**config.mk**
```make
export PLATFORM = sky130hd
export DESIGN_NAME = alu_pipe_unit_flat
export DESIGN_NICKNAME = d
export VERILOG_FILES = /design/src/rtl/alu_pipe_unit_if.sv /design/src/rtl/alu_pipe_unit.sv /design/src/flat_wrapper.sv
export SDC_FILE = /design/constraint.sdc
export NUM_CORES = 1
export LEC_CHECK = 0
export ABC_AREA = 1
export BUFFER_PORTS_ARGS = -buffer_cell sky130_fd_sc_hd__buf_2
export CELL_PAD_IN_SITES_DETAIL_PLACEMENT = 1
export CELL_PAD_IN_SITES_GLOBAL_PLACEMENT = 2
export CORE_AREA = 2 2 183 230
export DETAILED_ROUTE_END_ITERATION = 8
export DIE_AREA = 0 0 185 232
export PLACE_DENSITY = 0.87
export SYNTH_ARGS = -nofsm -noshare
export SYNTH_HDL_FRONTEND = slang
export SYNTH_SLANG_ARGS = --single-unit
export TNS_END_PERCENT = 20
```
**constraint.sdc**
```tcl
create_clock -name clk -period 7 [get_ports clk]
set_input_delay 0.7 -clock clk [delete_from_list [all_inputs] [get_ports clk]]
set_output_delay 0.7 -clock clk [all_outputs]
set_load 0.05 [all_outputs]
```
**src/rtl/alu_pipe_unit_if.sv**
```systemverilog
// Request/response bundle between issue logic and the ALU execution unit.
// Latency: n/a (wiring only).
// Backpressure: req_ready / rsp_ready valid-ready pairs on each channel.
interface alu_pipe_unit_if #(
    parameter int XLEN = 32,
    parameter int OP_W = 6
);
    logic            req_valid;
    logic            req_ready;
    logic [XLEN-1:0] operand_a;
    logic [XLEN-1:0] operand_b;
    logic [OP_W-1:0] alu_op;
    logic            rsp_valid;
    logic            rsp_ready;
    logic [XLEN-1:0] alu_result;
    logic            zero;
    logic            overflow;
    logic            illegal_op;
    logic            busy;

    // Issue side: produces requests, consumes responses.
    modport master (
        output req_valid, operand_a, operand_b, alu_op, rsp_ready,
        input  req_ready, rsp_valid, alu_result, zero, overflow, illegal_op, busy
    );

    // ALU side: consumes requests, produces responses.
    modport slave (
        input  req_valid, operand_a, operand_b, alu_op, rsp_ready,
        output req_ready, rsp_valid, alu_result, zero, overflow, illegal_op, busy
    );
endinterface

```
**src/rtl/alu_pipe_unit.sv**
```systemverilog
// Two-stage pipelined ALU: S1 holds latched operands, S2 holds result and flags.
// Latency: request accepted at edge N gives rsp_valid after edge N+1; 1 op/cycle.
// Backpressure: rsp_ready low stalls S2, then S1; req_ready drops once both are full.
module alu_pipe_unit #(
    parameter int XLEN    = 32,
    parameter int OP_W    = 6,
    parameter int SHAMT_W = 5
) (
    input logic           clk,
    input logic           rst_n,
    alu_pipe_unit_if.slave bus
);

    localparam logic [OP_W-1:0] OP_ADD  = OP_W'(6'b000010);
    localparam logic [OP_W-1:0] OP_SUB  = OP_W'(6'b000110);
    localparam logic [OP_W-1:0] OP_AND  = OP_W'(6'b000111);
    localparam logic [OP_W-1:0] OP_OR   = OP_W'(6'b000101);
    localparam logic [OP_W-1:0] OP_XOR  = OP_W'(6'b001000);
    localparam logic [OP_W-1:0] OP_SLL  = OP_W'(6'b000100);
    localparam logic [OP_W-1:0] OP_SRL  = OP_W'(6'b000011);
    localparam logic [OP_W-1:0] OP_SRA  = OP_W'(6'b001011);
    localparam logic [OP_W-1:0] OP_SLT  = OP_W'(6'b001100);
    localparam logic [OP_W-1:0] OP_SLTU = OP_W'(6'b001101);

    typedef struct packed {
        logic [OP_W-1:0] op;
        logic [XLEN-1:0] a;
        logic [XLEN-1:0] b;
    } s1_dat_t;

    typedef struct packed {
        logic [XLEN-1:0] result;
        logic            zero;
        logic            overflow;
        logic            illegal;
    } s2_dat_t;

    logic    s1_valid_q, s1_valid_d;
    logic    s2_valid_q, s2_valid_d;
    s1_dat_t s1_dat_q,   s1_dat_d;
    s2_dat_t s2_dat_q,   s2_dat_d;

    logic    s2_free;
    logic    accept;
    logic    advance;
    s2_dat_t exe_dat;

    // Handshake and pipeline advance: S2 frees when empty or being drained.
    always_comb begin
        s2_free       = !s2_valid_q || bus.rsp_ready;
        advance       = s1_valid_q && s2_free;
        bus.req_ready = !s1_valid_q || s2_free;
        accept        = bus.req_valid && bus.req_ready;
    end

    // Execute: result and flags from the S1 registers.
    always_comb begin
        logic [XLEN-1:0]    sum;
        logic [XLEN-1:0]    diff;
        logic [SHAMT_W-1:0] shamt;
        sum              = s1_dat_q.a + s1_dat_q.b;
        diff             = s1_dat_q.a - s1_dat_q.b;
        shamt            = s1_dat_q.b[SHAMT_W-1:0];
        exe_dat          = '0;
        case (s1_dat_q.op)
            OP_ADD: begin
                exe_dat.result   = sum;
                // Same-sign operands producing an opposite-sign sum.
                exe_dat.overflow = (s1_dat_q.a[XLEN-1] == s1_dat_q.b[XLEN-1]) &&
                                   (sum[XLEN-1] != s1_dat_q.a[XLEN-1]);
            end
            OP_SUB: begin
                exe_dat.result   = diff;
                // Opposite-sign operands where the difference flips a's sign.
                exe_dat.overflow = (s1_dat_q.a[XLEN-1] != s1_dat_q.b[XLEN-1]) &&
                                   (diff[XLEN-1] != s1_dat_q.a[XLEN-1]);
            end
            OP_AND:  exe_dat.result = s1_dat_q.a & s1_dat_q.b;
            OP_OR:   exe_dat.result = s1_dat_q.a | s1_dat_q.b;
            OP_XOR:  exe_dat.result = s1_dat_q.a ^ s1_dat_q.b;
            OP_SLL:  exe_dat.result = s1_dat_q.a << shamt;
            OP_SRL:  exe_dat.result = s1_dat_q.a >> shamt;
            OP_SRA:  exe_dat.result = $unsigned($signed(s1_dat_q.a) >>> shamt);
            OP_SLT:  exe_dat.result = XLEN'($signed(s1_dat_q.a) < $signed(s1_dat_q.b));
            OP_SLTU: exe_dat.result = XLEN'(s1_dat_q.a < s1_dat_q.b);
            default: exe_dat.illegal = 1'b1;
        endcase
        exe_dat.zero = (exe_dat.result == '0);
    end

    // Next-state: S1 data loads only on accept; S2 data only on advance.
    always_comb begin
        s1_dat_d   = s1_dat_q;
        s2_dat_d   = s2_dat_q;
        s1_valid_d = s1_valid_q;
        s2_valid_d = s2_valid_q;
        if (accept) begin
            s1_dat_d.op = bus.alu_op;
            s1_dat_d.a  = bus.operand_a;
            s1_dat_d.b  = bus.operand_b;
        end
        if (advance) begin
            s2_dat_d = exe_dat;
        end
        if (accept) begin
            s1_valid_d = 1'b1;
        end else if (advance) begin
            s1_valid_d = 1'b0;
        end
        if (advance) begin
            s2_valid_d = 1'b1;
        end else if (bus.rsp_ready) begin
            s2_valid_d = 1'b0;
        end
    end

    // Pipeline registers; reset drops any in-flight operation.
    always_ff @(posedge clk or negedge rst_n) begin
        if (!rst_n) begin
            s1_valid_q <= 1'b0;
            s2_valid_q <= 1'b0;
            s1_dat_q   <= '0;
            s2_dat_q   <= '0;
        end else begin
            s1_valid_q <= s1_valid_d;
            s2_valid_q <= s2_valid_d;
            s1_dat_q   <= s1_dat_d;
            s2_dat_q   <= s2_dat_d;
        end
    end

    // Response outputs come straight from the S2 registers.
    always_comb begin
        bus.rsp_valid  = s2_valid_q;
        bus.alu_result = s2_dat_q.result;
        bus.zero       = s2_dat_q.zero;
        bus.overflow   = s2_dat_q.overflow;
        bus.illegal_op = s2_dat_q.illegal;
        bus.busy       = s1_valid_q || s2_valid_q;
    end

endmodule

```
**src/flat_wrapper.sv**
```systemverilog
// flat-port wrapper written by rule: the top's interface ports become plain ports
module alu_pipe_unit_flat 
#(
    parameter int XLEN    = 32,
    parameter int OP_W    = 6,
    parameter int SHAMT_W = 5
)
  (clk, rst_n, bus_req_valid, bus_operand_a, bus_operand_b, bus_alu_op, bus_rsp_ready, bus_req_ready, bus_rsp_valid, bus_alu_result, bus_zero, bus_overflow, bus_illegal_op, bus_busy);
  alu_pipe_unit_if #(.XLEN(XLEN), .OP_W(OP_W)) bus_i ();
  input logic clk;
  input logic rst_n;
  input wire logic [$bits(bus_i.req_valid)-1:0] bus_req_valid;
  input wire logic [$bits(bus_i.operand_a)-1:0] bus_operand_a;
  input wire logic [$bits(bus_i.operand_b)-1:0] bus_operand_b;
  input wire logic [$bits(bus_i.alu_op)-1:0] bus_alu_op;
  input wire logic [$bits(bus_i.rsp_ready)-1:0] bus_rsp_ready;
  output wire logic [$bits(bus_i.req_ready)-1:0] bus_req_ready;
  output wire logic [$bits(bus_i.rsp_valid)-1:0] bus_rsp_valid;
  output wire logic [$bits(bus_i.alu_result)-1:0] bus_alu_result;
  output wire logic [$bits(bus_i.zero)-1:0] bus_zero;
  output wire logic [$bits(bus_i.overflow)-1:0] bus_overflow;
  output wire logic [$bits(bus_i.illegal_op)-1:0] bus_illegal_op;
  output wire logic [$bits(bus_i.busy)-1:0] bus_busy;
  assign bus_i.req_valid = bus_req_valid;
  assign bus_i.operand_a = bus_operand_a;
  assign bus_i.operand_b = bus_operand_b;
  assign bus_i.alu_op = bus_alu_op;
  assign bus_i.rsp_ready = bus_rsp_ready;
  assign bus_req_ready = bus_i.req_ready;
  assign bus_rsp_valid = bus_i.rsp_valid;
  assign bus_alu_result = bus_i.alu_result;
  assign bus_zero = bus_i.zero;
  assign bus_overflow = bus_i.overflow;
  assign bus_illegal_op = bus_i.illegal_op;
  assign bus_busy = bus_i.busy;
  alu_pipe_unit #(.XLEN(XLEN), .OP_W(OP_W), .SHAMT_W(SHAMT_W)) u_core (.clk(clk), .rst_n(rst_n), .bus(bus_i));
endmodule
```
## Word level (Yosys, flattened, before mapping)

Index checks and enable logic that the tools add are counted.

- Logic and storage cells: 53
- Flip-flop bits (word level): 107
- Input bits: 74

- $add $sub $neg: 2
- Shifts and indexed selects: 3
- Multiplexer cells: 7
- Order comparisons: 2
- Bitwise gates (word level): 3
- Equal/unequal tests: 14
- Reductions and logical operators: 13

Operator list:

| operator | number |
|---|---|
| $pmux W32 S10 | 1 |
| $lt A32 B32 Y1 | 2 |
| $add A32 B32 Y32 | 1 |
| $and A32 B32 Y32 | 1 |
| $logic_not A32 Y1 | 1 |
| $or A32 B32 Y32 | 1 |
| $shl A32 B5 Y32 | 1 |
| $shr A32 B5 Y32 | 1 |
| $sshr A32 B5 Y32 | 1 |
| $sub A32 B32 Y32 | 1 |
| $xor A32 B32 Y32 | 1 |
| $eq A6 B3 Y1 const B | 4 |
| $eq A6 B4 Y1 const B | 4 |
| $eq A6 B2 Y1 const B | 2 |
| $reduce_or A10 Y1 | 1 |
| $mux W1 | 5 |
| $logic_and A1 B1 Y1 | 4 |
| $reduce_bool A2 Y1 | 2 |
| $logic_or A1 B1 Y1 | 3 |
| $ne A1 B1 Y1 | 3 |
| $logic_not A1 Y1 | 2 |
| $pmux W1 S2 | 1 |
| $eq A1 B1 Y1 | 1 |

## Depth between registers and ports, before layout

Gate-level depths: netlist of run 1.

- Depth in word-level cells: 5
- Gate-level depth with buffers: 25
- Mapped depth without buffers: 22

## Least setup slack after synthesis of run 1

OpenSTA, ideal clock, no wires.

- Kind: register -> register
- Start point: reg u_core.s1_dat_q[3] (netlist name)
- End point: reg u_core.s2_dat_q, in the netlist u_core.bus.zero
- Data required time: 6.934 ns
- Cell stages (with the launch flop): 23
- Slack: 4.236 ns
- Data arrival time: 2.698 ns
- Buffers on the path: 3
- Path through: dfrtp_1 > clkinv_1 > buf_2 > buf_1 > ha_1 > buf_2 > nor2_1 > nand3_1 > nand3_1 > nand2_1 > nand2_1 > nand2_1 > nand2_1 > nor2_1 > nor2_1 > nand2_1 > nor2_1 > nand2_1 > nor2_1 > nand2_1 > nor2_1 > nand3_1 > nand2_1

- Word-level cells in the longest chain between the ends: 3
- Elaborated cells on any way between the ends: 12
- Classes of those cells: add/sub (2); order compare (2); shift (3); mux (1); bitwise (3); reduce/logical (1)

RTL lines:

| element | RTL line | source |
|---|---|---|
| start: declaration | alu_pipe_unit.sv:40 | `s1_dat_t s1_dat_q, s1_dat_d;` |
| start signal: assignment | alu_pipe_unit.sv:127 | `s1_dat_q <= s1_dat_d;` |
| $sub A32 B32 Y32 (tied with other cells) | alu_pipe_unit.sv:62 | `diff = s1_dat_q.a - s1_dat_q.b;` |
| $pmux W32 S10 (*) | alu_pipe_unit.sv:65 | `case (s1_dat_q.op)` |
| $logic_not A32 Y1 (*) | alu_pipe_unit.sv:88 | `exe_dat.zero = (exe_dat.result == '0);` |
| end signal: assignment | alu_pipe_unit.sv:128 | `s2_dat_q <= s2_dat_d;` |
| end: declaration | alu_pipe_unit.sv:41 | `s2_dat_t s2_dat_q, s2_dat_d;` |

Mark *: on every way between the ends. The rest lies on a longest branch, timed or not.
A chain may end at the register's enable or synchronous reset.

## Worst setup path in the final report of run 1

- Start point: reg u_core.s1_dat_q[1] (netlist name)
- End point: reg u_core.s2_dat_q, in the netlist u_core.bus.zero

The elaborated chain is that of the path after synthesis.

==> results of run 1 <==
## layout by cell type (no fill, tap or decap), types with 9 or more instances in the layout
cell type  instances
nand2_1          708
nand3_1          457
nor2_1           301
inv_1            244
a21oi_1          148
buf_2            110
dfrtp_1          105
ha_1              99
o21ai_0           57
nand4_1           35
nand2_2           31
o22ai_1           17
o21bai_1          16
nor2_2            15
buf_4             15
o21ai_1           14
o211ai_1          12
inv_2             11
nor3_1            11
clkbuf_16          9
## cells by family after synthesis
group | Yosys count | share of synthesized area
XOR/XNOR | 1 | 0.0006223
AND/OR/NAND/NOR | 1590 | 0.4893
flip-flops | 107 | 0.1902
multiplexers | 2 | 0.001600
AO/OA/AOI/OAI | 286 | 0.1134
buffers and inverters | 370 | 0.1140
adder cells (fa/ha/maj) | 101 | 0.09084
## area by class of cell
type	instances	area (um2)	share of cell area
multi-input combinational	1980	9809	0.6479
inverter	256	963.4	0.06363
tap	552	690.7	0.04562
sequential	107	2680	0.1770
clock inverter	7	88.84	0.005867
clock buffer	9	225.2	0.01487
timing repair buffer	126	683.2	0.04512
## power breakdown
part / switching [W] / internal (W)
logic: 0.00194 / 0.000649
clock network: 0.000314 / 0.000261
registers: 0.000147 / 0.000716
## worst max path at each step
stage | slack, ns | cells past startpoint | end | startpoint
after floorplan | 4.24 | 22 | u_core.bus.zero | u_core.s1_dat_q[3]
after global placement | 2.90 | 20 | u_core.bus.zero | u_core.s1_dat_q[1]
after detailed placement | 2.87 | 20 | u_core.bus.zero | u_core.s1_dat_q[1]
after CTS | 2.81 | 20 | u_core.bus.zero | u_core.s1_dat_q[1]
after global routing | 2.47 | 20 | u_core.bus.zero | u_core.s1_dat_q[1]
final | 2.73 | 20 | u_core.bus.zero | u_core.s1_dat_q[1]
## routing by layer
metal | up-vias | GRT usage
met5 | - | 0
met3 | 192 | 0.04627
met4 | 2 | 0.2165
li1 | 8027 | -
met1 | 8524 | 0.4435
met2 | 500 | 0.6513
## flip-flops by register name (all words and copies together), names as in the netlist
name                   flops
u_core.bus.illegal_op      1
u_core.bus.alu_result     32
u_core.bus.overflow        1
u_core.bus.zero            1
u_core.s1_valid_q          1
u_core.s1_dat_q           70
u_core.bus.rsp_valid       1
## cell usage after synthesis (11+ instances only)
cell type	n	area, um2
a21oi_1	148	740.7
buf_1	11	41.29
buf_2	46	230.2
buf_6	16	180.2
clkbuf_1	31	116.4
dfrtp_1	107	2678
ha_1	99	1239
inv_1	244	915.9
nand2_1	710	2665
nand2_2	30	187.7
nand3_1	457	2287
nand4_1	35	219.0
nor2_1	303	1137
nor2_2	13	81.33
nor3_1	11	55.05
o211ai_1	12	90.09
o21ai_0	57	285.3
o21ai_1	14	70.07
o21bai_1	16	120.1
o22ai_1	17	106.4
## metrics by stage
stage                     instance area (um2)  total power (W)  cells  setup slack, ns
after floorplan                         14080         0.002524   2457            4.236
after global placement                  14830         0.003373   3021            2.905
after detailed placement                14830         0.003394   3021            2.869
after CTS                               15140         0.003985   3037            2.812
after global routing                    15140         0.004280   3037            2.472
final                                   15140         0.004022   3037            2.735
==> summary.md, run 1 <==
| Metric | Value |
|---|---|
| Status | finished, final reports clean |
| Final WL | roughly 80 mm |
| Crit path DAT | approximately 4.6 ns |
| Post-synthesis cell type count | 51 |
| TritonCTS clock tree | done |
| Initial Utilization | 0.3458 |
| Total Routing Usage GR | 0.3755 |
| Reg2reg path depth | 20 |
| Clock buffer depth | 2 |
| RSZ-0062 raised after global routing | no |
| Ys async rst share | 1.000 |
| Clock sink total | 107 |
| Ant diodes | 0 |
| DRC | 0 |
| First-pass detailed-route iteration total | 7 |
| R2R setup slack | between 2 and 3 ns |
| # port buffers | 111 |
| Met1 WL | 32.39 mm |
| Routed Antenna Nets | 0 |
| Rel. slew slack | 0.1388 |
| CP bufs+invs | 2 |
| Ports | approximately 110 |
| Final Max Tran Viols | 0 |
| Tmin final | about 4.3 ns |
| Crit end category | flop |
| Warnings from Yosys | 0 |
| R2R Path End | u_core.bus.zero |
| Final Cycle Share | 0.6093 |
| Synthesized cell area | 0.01408 mm2 |
| Reg clk slew, reported paths | about 0.090 ns |
| Final setup viols | 0 |
| Syn_area_per_cell | 5.729 um2 |
| Top cell by count, worst path | nand2_1 |
| Pin count of the biggest net entering global routing | 140 |
| WL met3 | ~3.5 mm |
| Max incr delay on CP | approximately 0.56 ns |
| Worst Path Max Fanout | 62 |
| Initial antenna violation count | 3 |
| Clock latency at the later pin of the worst-skew pair | around 0.40 ns |
| Setup Skew | ~0.016 ns |
| Post-synth EDFFs | 0 |
| Die ar. | 0.04292 mm2 |
| Via density | around 5.7 |
| Crit path launch type | flop |
| WL/cell | roughly 26 um |
| Final #Nets | approximately 2.7k |
| Via count | 17.25k |
| Worst-Margin Slew | between 1 and 1.5 ns |
| Register area share after synthesis | 0.1902 |
| Post-CTS setup buffer count | 0 |
| Die Height | about 230 um |
| WP data required | between 7 and 8 ns |
| Fillers | between 5k and 6k |
| Crit-path leading delay family | simple AND/OR/NAND/NOR gates |
| Layout Utilization | 0.3719 |
| Clk root buf | clkbuf_16 |
| Post-DP HPWL | 65.44 mm |
| Top Metal Used | met5 |
| VDD IR max | roughly 0.11 mV |
| Total Neg Setup Slack | 0 ns |
| GRT overflow | 0 |
| Peak Freq | around 230 MHz |
| Routability Congestion | 1.016 |
| Crit-path cells | buf_4 -> inv_2 -> ha_1 -> nor2_1 -> nand3_1 -> nand3_1 -> nand2_1 -> nand2_1 -> nand2_1 -> nand2_1 -> nor2_1 -> nor2_1 -> nand2_1 -> nor2_1 -> nand2_1 -> nor2_1 -> nand2_1 -> nor2_1 -> nand3_1 -> nand2_1 |
| Hold WC Path Type | primary input to asynchronous set/reset pin |
| Synthesis-to-layout area growth | 7.565% |
| Crit path kind | flop to flop |
| DR iter-0 viols | ~1.3k |
| Layout cells sized above 1 | 0.09054 |
| P per Cell Area | around 270 mW/mm2 |
| Num CTS Buffers | 9 |
| WL met2 | 38.82 mm |
| Die W | about 190 um |
| Hold WS | approximately 0.28 ns |
| Leakage Power | approximately 8.1 nW |
| Hold Vio Cnt, Final | 0 |
| Core box area | between 0.04 and 0.05 mm2 |
| Worst R2R Start | u_core.s1_dat_q[1] |
| Slowest cell on the critical path | buf_4 |
| Top_reg_cell synth | dfrtp_1 |
| Placement Rows | 83 |
| Net Count, Synth | between 2k and 3k |
| Vias in the first global route | 18.03k |
| H-Tree Depth | 3 |
| Max-Cap Viols | 0 |
| Flops & latches, synth | approximately 110 |
| Hold Buf Count CTS | 0 |
| Post-synthesis cell count | roughly 2.5k |
| First-pass GRT wire length | approximately 120 mm |
| Post_cts resized | 0 |
No activity file was read; power rests on OpenSTA's default activity.
==> run 2: changes to the inputs <==
--- a/config.mk
+++ b/config.mk
@@ -9,10 +9,10 @@
 export BUFFER_PORTS_ARGS = -buffer_cell sky130_fd_sc_hd__buf_2
 export CELL_PAD_IN_SITES_DETAIL_PLACEMENT = 1
 export CELL_PAD_IN_SITES_GLOBAL_PLACEMENT = 2
-export CORE_AREA = 2 2 183 230
+export CORE_AREA = 2 2 201 252
 export DETAILED_ROUTE_END_ITERATION = 8
-export DIE_AREA = 0 0 185 232
-export PLACE_DENSITY = 0.87
+export DIE_AREA = 0 0 203 254
+export PLACE_DENSITY = 0.77
 export SYNTH_ARGS = -nofsm -noshare
 export SYNTH_HDL_FRONTEND = slang
 export SYNTH_SLANG_ARGS = --single-unit
==> constraint.sdc (replaced) <==
create_clock -name clk -period 3.6 [get_ports clk]
set_input_delay 0.36 -clock clk [delete_from_list [all_inputs] [get_ports clk]]
set_output_delay 0.36 -clock clk [all_outputs]
set_load 0.05 [all_outputs]
==> summary.md, run 2 (synthesis results as in run 1) <==
| Metric | Value |
|---|---|
| # port buffers | ~110 |
| Slowest cell on the critical path | buf_4 |
| Tmin final | between 3 and 4 ns |
| Final WL | a little under 80 mm |
| Placed cell count | 3192 |
| Post-DP HPWL | between 60 and 70 mm |
| Ports | between 100 and 150 |
| Routed Antenna Nets | 0 |
| Status | finished, final reports clean |
| Initial Utilization | 0.2868 |
| Pin count of the biggest net entering global routing | between 70 and 80 |
| Clock sink total | between 100 and 150 |
| Core box area | 0.04907 mm2 |
| Crit path DAT | about 3.8 ns |
| Rel. slew slack | 0.4413 |
| Fin cells | around 3.2k |
| TritonCTS clock tree | done |
| Final setup viols | 0 |
| Hold WC Path Type | primary input to asynchronous set/reset pin |
| Clk root buf | clkbuf_16 |
| DRC | 0 |
| Hold Buf Count CTS | 0 |
| Fillers | approximately 6.6k |
| VDD IR max | around 0.22 mV |
| RSZ-0062 raised after global routing | no |
| Synthesis-to-layout area growth | 12.99% |
| Max incr delay on CP | 0.39 ns |
| Crit end category | flop |
| Max FFs per register | 70 |
| Initial antenna violation count | 2 |
| Placement Rows | 91 |
| Setup Skew | between 0.015 and 0.02 ns |
| Clock buffer depth | 2 |
| Crit path launch type | flop |
| Final Cycle Share | 0.9487 |
| Num CTS Buffers | 9 |
| WP data required | 3.94 ns |
| Die ar. | a little over 0.05 mm2 |
| Leading cell types in the layout, fill and taps excluded | 709 x nand2_1, 456 x nand3_1, 298 x nor2_1 |
| Crit-path cells | buf_4 -> inv_4 -> nand2_1 -> nand3_1 -> nand3_1 -> nand3_1 -> nand3_1 -> nand2_1 -> nor2_1 -> nand3_1 -> nor2_1 -> nand2_1 -> nor2_1 -> nand2_1 -> nor2_1 -> nand3_1 -> nand2_1 |
| FF+latch area | between 0.002 and 0.003 mm2 |
| Total Routing Usage GR | 0.3056 |
| Hold Vio Cnt, Final | 0 |
| Leakage Power | roughly 8.5 nW |
| Leading cell type in the layout, fill and taps excluded | nand2_1 |
| Hold WS | 0.01406 ns |
| Vias in the first global route | about 18k |
| Via count | ~17k |
| Routability Congestion | roughly 0.98 |
| Pwr Total | about 0.008 W |
| Area of the multi-input gates | 0.009824 mm2 |
| First-pass GRT wire length | roughly 120 mm |
| H-Tree Depth | 3 |
| Top cell by count, worst path | nand3_1 |
| Biggest register | u_core.s1_dat_q |
| Worst-Margin Slew | roughly 0.84 ns |
| WL/cell | 24.49 um |
| Die Height | between 200 and 300 um |
| Max-Cap Viols | 0 |
| GRT overflow | 0 |
| Clock latency at the later pin of the worst-skew pair | about 0.4 ns |
| Total Neg Setup Slack | 0 ns |
| Peak Freq | between 200 and 300 MHz |
| Final #Nets | roughly 2.7k |
| Crit path kind | flop to flop |
| Layout cells sized above 1 | 0.1185 |
| Via density | 5.385 |
| P per Cell Area | between 500 and 600 mW/mm2 |
| Die W | between 200 and 250 um |
| Post-CTS setup buffer count | 0 |
| Reg clk slew, reported paths | approximately 0.090 ns |
| Final Max Tran Viols | 0 |
| First-pass detailed-route iteration total | 6 |
| Worst Path Max Fanout | 35 |
| DR iter-0 viols | 1070 |
==> run 2: final cells by class <==
cell class | instances | share of cell area
Antenna cell | 1 | 0.0001573
Clock buffer | 9 | 0.01416
Clock inverter | 7 | 0.005900
Inverter | 256 | 0.06058
Multi-Input combinational cell | 1980 | 0.6177
Sequential cell | 107 | 0.1686
Tap cell | 651 | 0.05122
Timing Repair Buffer | 198 | 0.08166
==> run 2: timing repair <==
action	4_1_cts	5_1_grt
resized for setup	0	8
endpoints found under the setup margin	0	1
endpoints found under the hold margin	0	0
==> run 2: metrics by stage <==
stage / cell area, um2 / worst slack [ns] / util
final: 15900 / 0.1845 / 0.3241
after floorplan: 14080 / 0.8362 / -
after global routing: 15900 / 0.02073 / 0.3240
after CTS: 15880 / 0.1730 / 0.3236
after detailed placement: 15560 / 0.2022 / 0.3171
after global placement: 15560 / 0.1704 / 0.3171
==> run 2: power by group <==
group	total [W]	switching [W]	leakage, nW	internal [W]
logic	0.00524	0.00381	7.07	0.00143
clock network	0.00113	0.000624	0.153	0.000505
registers	0.00160	0.000208	1.27	0.00139
==> run 2: worst paths after layout <==
kind | start | endpoint | slack [ns] | cells past startpoint
max in group asynchronous | rst_n | u_core.bus.alu_result[3] | 2.84 | 2
worst max register to register | u_core.s1_dat_q[0] | u_core.bus.zero | 0.18 | 17
worst max-delay path | u_core.s1_dat_q[0] | u_core.bus.zero | 0.18 | 17
worst min register to register | u_core.bus.alu_result[11] | u_core.bus.alu_result[11] | 0.49 | 2
min in group clk | bus_alu_op[4] | u_core.s1_dat_q[68] | 0.19 | 2
worst min-delay path | rst_n | u_core.s1_dat_q[50] | 0.01 | 1
==> run 2: metal layers <==
metal	global-route usage	vias to the layer above	share of wire
li1	-	8162	-
met1	0.3614	8465	0.41
met2	0.5380	467	0.49
met3	0.03039	185	0.037
met4	0.1760	2	0.064
met5	0	-	0.00022
==> run 2: worst max-delay path: cells and delay by family (launching register included) <==
family	cells	cell delay (ns)
simple gates	15	2.25
buf+inv	2	0.70
flops	1	0.36
